**config.mk**
```make
export PLATFORM = sky130hd
export DESIGN_NAME = mix_columns_iter
export DESIGN_NICKNAME = d
export VERILOG_FILES = /design/src/rtl/aes_pkg.sv /design/src/rtl/mix_column_one.sv /design/src/rtl/mix_columns_iter.sv
export SDC_FILE = /design/constraint.sdc
export NUM_CORES = 1
export LEC_CHECK = 0
export CORE_ASPECT_RATIO = 1.75
export CORE_MARGIN = 3
export CORE_UTILIZATION = 35
export CTS_CLUSTER_SIZE = 28
export DETAILED_ROUTE_END_ITERATION = 6
export DONT_BUFFER_PORTS = 1
export GPL_TIMING_DRIVEN = 0
export PLACE_DENSITY = 0.6
export SYNTH_ARGS = -nofsm -noshare
export SYNTH_HDL_FRONTEND = slang
export SYNTH_SLANG_ARGS = --single-unit
```
**constraint.sdc**
```tcl
create_clock -name clk -period 7.94 [get_ports clk]
set_input_delay 1.588 -clock clk [delete_from_list [all_inputs] [get_ports clk]]
set_output_delay 1.588 -clock clk [all_outputs]
set_load 0.05 [all_outputs]
```
**src/rtl/aes_pkg.sv**
```systemverilog
// ---------------------------------------------------------------------------
// aes_pkg
// Shared AES types, FSM state encoding and GF(2^8) helpers for the
// iterative MixColumns block.
//   aes_byte_t  : one state byte
//   aes_col_t   : one 32-bit column, row 0 in bits [31:24]
//   aes_state_t : full 128-bit state, column 0 in bits [127:96]
//   xtime/gmul  : multiplication in GF(2^8) modulo x^8+x^4+x^3+x+1
// ---------------------------------------------------------------------------
package aes_pkg;

    typedef logic [7:0]   aes_byte_t;
    typedef logic [31:0]  aes_col_t;
    typedef logic [127:0] aes_state_t;

    typedef enum logic [1:0] {
        ST_IDLE = 2'd0,
        ST_BUSY = 2'd1,
        ST_DONE = 2'd2
    } fsm_state_t;

    // Low byte of the field polynomial 0x11B; the x^8 term is the shifted-out MSB.
    localparam aes_byte_t AES_REDUCE = 8'h1B;

    function automatic aes_byte_t xtime(input aes_byte_t a);
        return {a[6:0], 1'b0} ^ (a[7] ? AES_REDUCE : 8'h00);
    endfunction

    // Multiply by a 4-bit constant: XOR of the x1/x2/x4/x8 xtime chain,
    // which covers every MixColumns coefficient (1,2,3,9,b,d,e).
    function automatic aes_byte_t gmul(input aes_byte_t a, input logic [3:0] k);
        aes_byte_t x2;
        aes_byte_t x4;
        aes_byte_t x8;
        aes_byte_t r;
        x2 = xtime(a);
        x4 = xtime(x2);
        x8 = xtime(x4);
        r  = 8'h00;
        if (k[0]) r = r ^ a;
        if (k[1]) r = r ^ x2;
        if (k[2]) r = r ^ x4;
        if (k[3]) r = r ^ x8;
        return r;
    endfunction

endpackage

```
**src/rtl/mix_column_one.sv**
```systemverilog
// ---------------------------------------------------------------------------
// mix_column_one
// Purely combinational MixColumns on a single 32-bit column.
//   INVERSE : 0 = forward matrix rows rotated from (2,3,1,1),
//             1 = inverse matrix rows rotated from (e,b,d,9)
//   col_in  : input column, row 0 in bits [31:24]
//   col_out : transformed column, same layout
// ---------------------------------------------------------------------------
module mix_column_one
    import aes_pkg::*;
#(
    parameter bit INVERSE = 1'b0
) (
    input  logic [31:0] col_in,
    output logic [31:0] col_out
);

    // Coefficient applied to byte j of the column in output row r is
    // coef((j - r) mod 4): each row is the previous one rotated right.
    function automatic logic [3:0] coef(input int idx);
        logic [3:0] c;
        case (idx)
            0:       c = INVERSE ? 4'he : 4'h2;
            1:       c = INVERSE ? 4'hb : 4'h3;
            2:       c = INVERSE ? 4'hd : 4'h1;
            default: c = INVERSE ? 4'h9 : 4'h1;
        endcase
        return c;
    endfunction

    aes_byte_t a [4];
    aes_byte_t b [4];

    genvar gi;
    generate
        for (gi = 0; gi < 4; gi++) begin : g_row
            assign a[gi] = col_in[31 - 8*gi -: 8];
            assign b[gi] = gmul(a[0], coef((0 - gi + 4) % 4))
                         ^ gmul(a[1], coef((1 - gi + 4) % 4))
                         ^ gmul(a[2], coef((2 - gi + 4) % 4))
                         ^ gmul(a[3], coef((3 - gi + 4) % 4));
            assign col_out[31 - 8*gi -: 8] = b[gi];
        end
    endgenerate

endmodule

```
**src/rtl/mix_columns_iter.sv**
```systemverilog
// ---------------------------------------------------------------------------
// mix_columns_iter
// Iterative AES MixColumns: captures a 128-bit state, transforms one column
// per cycle through a single mix_column_one instance, then presents the
// result until the consumer takes it.
//   clk, rst              : clock, asynchronous active-high reset
//   in_valid / in_ready   : input handshake (ready only in IDLE)
//   in_state              : 128-bit state, column c at [127-32c : 96-32c]
//   out_valid / out_ready : output handshake (valid only in DONE)
//   out_state             : transformed state, meaningful only in DONE
// ---------------------------------------------------------------------------
module mix_columns_iter
    import aes_pkg::*;
#(
    parameter bit INVERSE = 1'b0
) (
    input  logic         clk,
    input  logic         rst,
    input  logic         in_valid,
    output logic         in_ready,
    input  logic [127:0] in_state,
    output logic         out_valid,
    input  logic         out_ready,
    output logic [127:0] out_state
);

    fsm_state_t state_q, state_d;
    logic [1:0] col_q,   col_d;
    aes_state_t work_q,  work_d;

    aes_col_t col_sel;
    aes_col_t col_mixed;

    // Pick the column addressed by the counter.
    always_comb begin
        col_sel = work_q[127:96];
        for (int c = 0; c < 4; c++) begin
            if (col_q == 2'(c)) begin
                col_sel = work_q[127 - 32*c -: 32];
            end
        end
    end

    mix_column_one #(
        .INVERSE (INVERSE)
    ) u_mix_column_one (
        .col_in  (col_sel),
        .col_out (col_mixed)
    );

    always_comb begin
        state_d = state_q;
        col_d   = col_q;
        work_d  = work_q;
        case (state_q)
            ST_IDLE: begin
                if (in_valid) begin
                    work_d  = in_state;
                    col_d   = 2'd0;
                    state_d = ST_BUSY;
                end
            end
            ST_BUSY: begin
                // Result overwrites its own column; other columns untouched.
                for (int c = 0; c < 4; c++) begin
                    if (col_q == 2'(c)) begin
                        work_d[127 - 32*c -: 32] = col_mixed;
                    end
                end
                // Counter wraps 3->0 on the same edge that enters DONE.
                col_d = col_q + 2'd1;
                if (col_q == 2'd3) begin
                    state_d = ST_DONE;
                end
            end
            ST_DONE: begin
                if (out_ready) begin
                    state_d = ST_IDLE;
                end
            end
            default: begin
                state_d = ST_IDLE;
                col_d   = 2'd0;
            end
        endcase
    end

    always_ff @(posedge clk or posedge rst) begin
        if (rst) begin
            state_q <= ST_IDLE;
            col_q   <= 2'd0;
            work_q  <= '0;
        end else begin
            state_q <= state_d;
            col_q   <= col_d;
            work_q  <= work_d;
        end
    end

    assign in_ready  = (state_q == ST_IDLE);
    assign out_valid = (state_q == ST_DONE);
    assign out_state = work_q;

endmodule

```
==> impl_results.md <==
- RSZ-0062 raised after global routing: no
- Via count: 7487
- Port bufs: 0
- Crit path required time: ~6400 ps
- Inserted Clock Buffers: 17
- GPL Wtd Cong: 0.986
- Compound-Gate Fraction of Synth Area: between 20% and 30%
- Hold Path End: col_q[0]$_DFFE_PP0P_
- Routed length on met1: around 12000 µm
- Top layer used by detailed routing: met4
- Reg2Reg Setup Slack: 4260 ps
- Vias in the first global route: 7560
- Skew-Pair Late Insertion Delay: 450 ps
- Detailed Route Iter0 Violations: ~660
- Synth area leader: dfrtp_1
- Synthesized area: roughly 0.0082 mm²
- Post_cts resized: 0
- Ratio of final minimum period to clock period: 47.6%
- Routed WL per cell: 29.5 µm
- CP max stage cell: nor2b_1
- Die height: around 210 µm
- CORE AREA: 0.0228 mm²
- Die X: 121 µm
- Avg Synthesized Cell Area: 8.86 µm²
- Worst Skew: approximately 12 ps
- FMAX: 0.264 GHz
- CP startpoint: state_q[1]$_DFFE_PP0P_
- Layout Utilization: 40.1%
- Synth Instances: 921
- CP Capture Type: primary output
- Post-route minimum period: 3780 ps
- Reg2reg start: col_q[0]$_DFFE_PP0P_
- #FFs+latches synth: about 130
- Starting Density: 35.7%
- Synth Area in Simple Gates: ~11%
- Ranking of synthesized cells by area: dfrtp_1, a21oi_1, xnor2_1
- Setup_tns: 0 ps
- Final Hold Fails: 0
- Net Count, Synth: 1057
- DRT Wirelength: 37100 µm
- DRT Pass-1 Iters: 5
- Total track usage: between 20% and 30%
- Crit path max fanout: 10
- P&R area growth vs syn: 12.3%
- Grt ovf: 0
- Max Root-Sink Buffers: 2
- Clock-pin slew on the worst setup and hold paths: 60 ps
- Seq/Total Area, Yosys: approximately two fifths
- Max_cap viols: 0
- Crit path largest cell delay: 950 ps
- CP Class: reg2out
- TritonCTS clock tree: yes
- Post-CTS Setup Repair Bufs: 0
- Worst relative slew slack: a little under a quarter
- IO Pins: around 260
- Post-synth EDFFs: 0
- R2r endpoint: out_state[3]$_DFFE_PP0P_
- Layout cell share with drive strength beyond 1: 7.97%
- Worst Path Arrival: 2190 ps
- Yosys cell types: 48
- Detail Placement HPWL: 28800 µm
- Most used DFF post-synth: dfrtp_1
- Met3 WL: 2990 µm
- DIE AREA: roughly 0.025 mm²
- Pin count of the biggest net entering global routing: 71
- Clk sinks: 132
- Min-Delay Path Class: reg2reg
- Largest family of logic cells by synthesized area: compound AO/OA/AOI/OAI gates
- CP Launch Type: flip-flop
- Most frequent cell after synthesis: a21oi_1
- Routed Antenna Nets: 0
- CTS root buffer: clkbuf_16
- Post-synth ARST share: 100%
- WL met2: 19400 µm
- Top cells by count, synth: a21oi_1, dfrtp_1, nor2_1
- Vias/cell: between 5 and 6
- Top Family by Delay on Critical Path: simple AND/OR/NAND/NOR gates
- Syn. warnings: 0
- Top-area cell type share of the netlist area: between 40% and 50%
- First-pass GRT wire length: 52800 µm
- Status: finished clean
- Reg2reg path depth: 10
- Number of fill cells: 2412
- Hold_buf cts: 0
- CP Cell Sequence: clkbuf_1 -> nor2b_1
- Initial antenna violation count: 1
- Mux contribution to synthesized area: 5.10%
- Layout Nets: 1077
- Post-Synth XOR/XNOR Area: around 13%
- CP Buf/Inv Count: 1
- Setup-failing EPs final: 0
- Worst-margin pin slew: 1140 ps
- HP Start: col_q[0]$_DFFE_PP0P_
- Rows: between 70 and 80
- DRC Markers: 0
- Worst Hold Depth: 1
- Post-Synth Adder-Cell Area: less than 1%
- Fin. max-slew vios: 0
- H-tree depth: 4
[stage by stage]
| step | area (µm²) | instances | setup WS [ps] | hold slack (ps) |
|---|---|---|---|---|
| floorplan | 8160 | 921 | 2830 | 520 |
| global placement | 8540 | 1221 | 1170 | 550 |
| detailed placement | 8570 | 1222 | 4310 | 561 |
| CTS | 9170 | 1254 | 4180 | 566 |
| global route | 9170 | 1255 | 4000 | 610 |
| finish | 9170 | 1255 | 4160 | 576 |
[metal layers]
layer	vias up	GRT usage, %
met3	110	7.53
met5	-	0
met1	3673	29.9
met2	434	51.7
met4	0	17.9
li1	3270	-
[registers in the layout (all words and copies together), names as in the netlist]
register and cells:
col_q 2, out_state 128, state_q 2
[cells by family after synthesis]
group | count (synthesis)
AO/OA/AOI/OAI | 341
AND/OR/NAND/NOR | 205
flip-flops | 132
XOR/XNOR | 108
buffers and inverters | 90
multiplexers | 41
adder cells (fa/ha/maj) | 4
[worst max path at each step]
| stage | endpoint | cells after the start |
|---|---|---|
| 2_1_floorplan | col_q[0]$_DFFE_PP0P_ | 1 |
| 6_report | out_valid | 2 |
| 3_3_place_gp | out_state[62]$_DFFE_PP0P_ | 1 |
| 3_5_place_dp | out_state[3]$_DFFE_PP0P_ | 10 |
| 4_1_cts | out_valid | 2 |
| 5_1_grt | out_state[0]$_DFFE_PP0P_ | 10 |
[cell type report]
cell class | count | area, µm² | area share (%)
Multi-Input combinational cell | 699 | 4450 | 48.5
Inverter | 26 | 103 | 1.12
Timing Repair Buffer | 1 | 27.5 | 0.300
Clock buffer | 20 | 437 | 4.76
Antenna cell | 1 | 2.50 | 0.0273
Sequential cell | 132 | 3300 | 36.0
Buffer | 64 | 317 | 3.45
Clock inverter | 12 | 158 | 1.72
Tap cell | 300 | 375 | 4.09
[placed cells by master (no fill, tap or decap), drive strengths merged, types with 12 or more instances in the layout]
cell type,count
a21oi,169
dfrtp,132
o21ai,98
nor2,89
xnor2,77
nand2,72
clkbuf,64
mux2i,36
inv,26
xor2,25
buf,21
a22oi,20
nor2b,16
nor3b,16
a221oi,16
a211oi,12
Power is not shown: default switching activity piles up to over one toggle a cycle in this logic, so the estimate is an artifact.
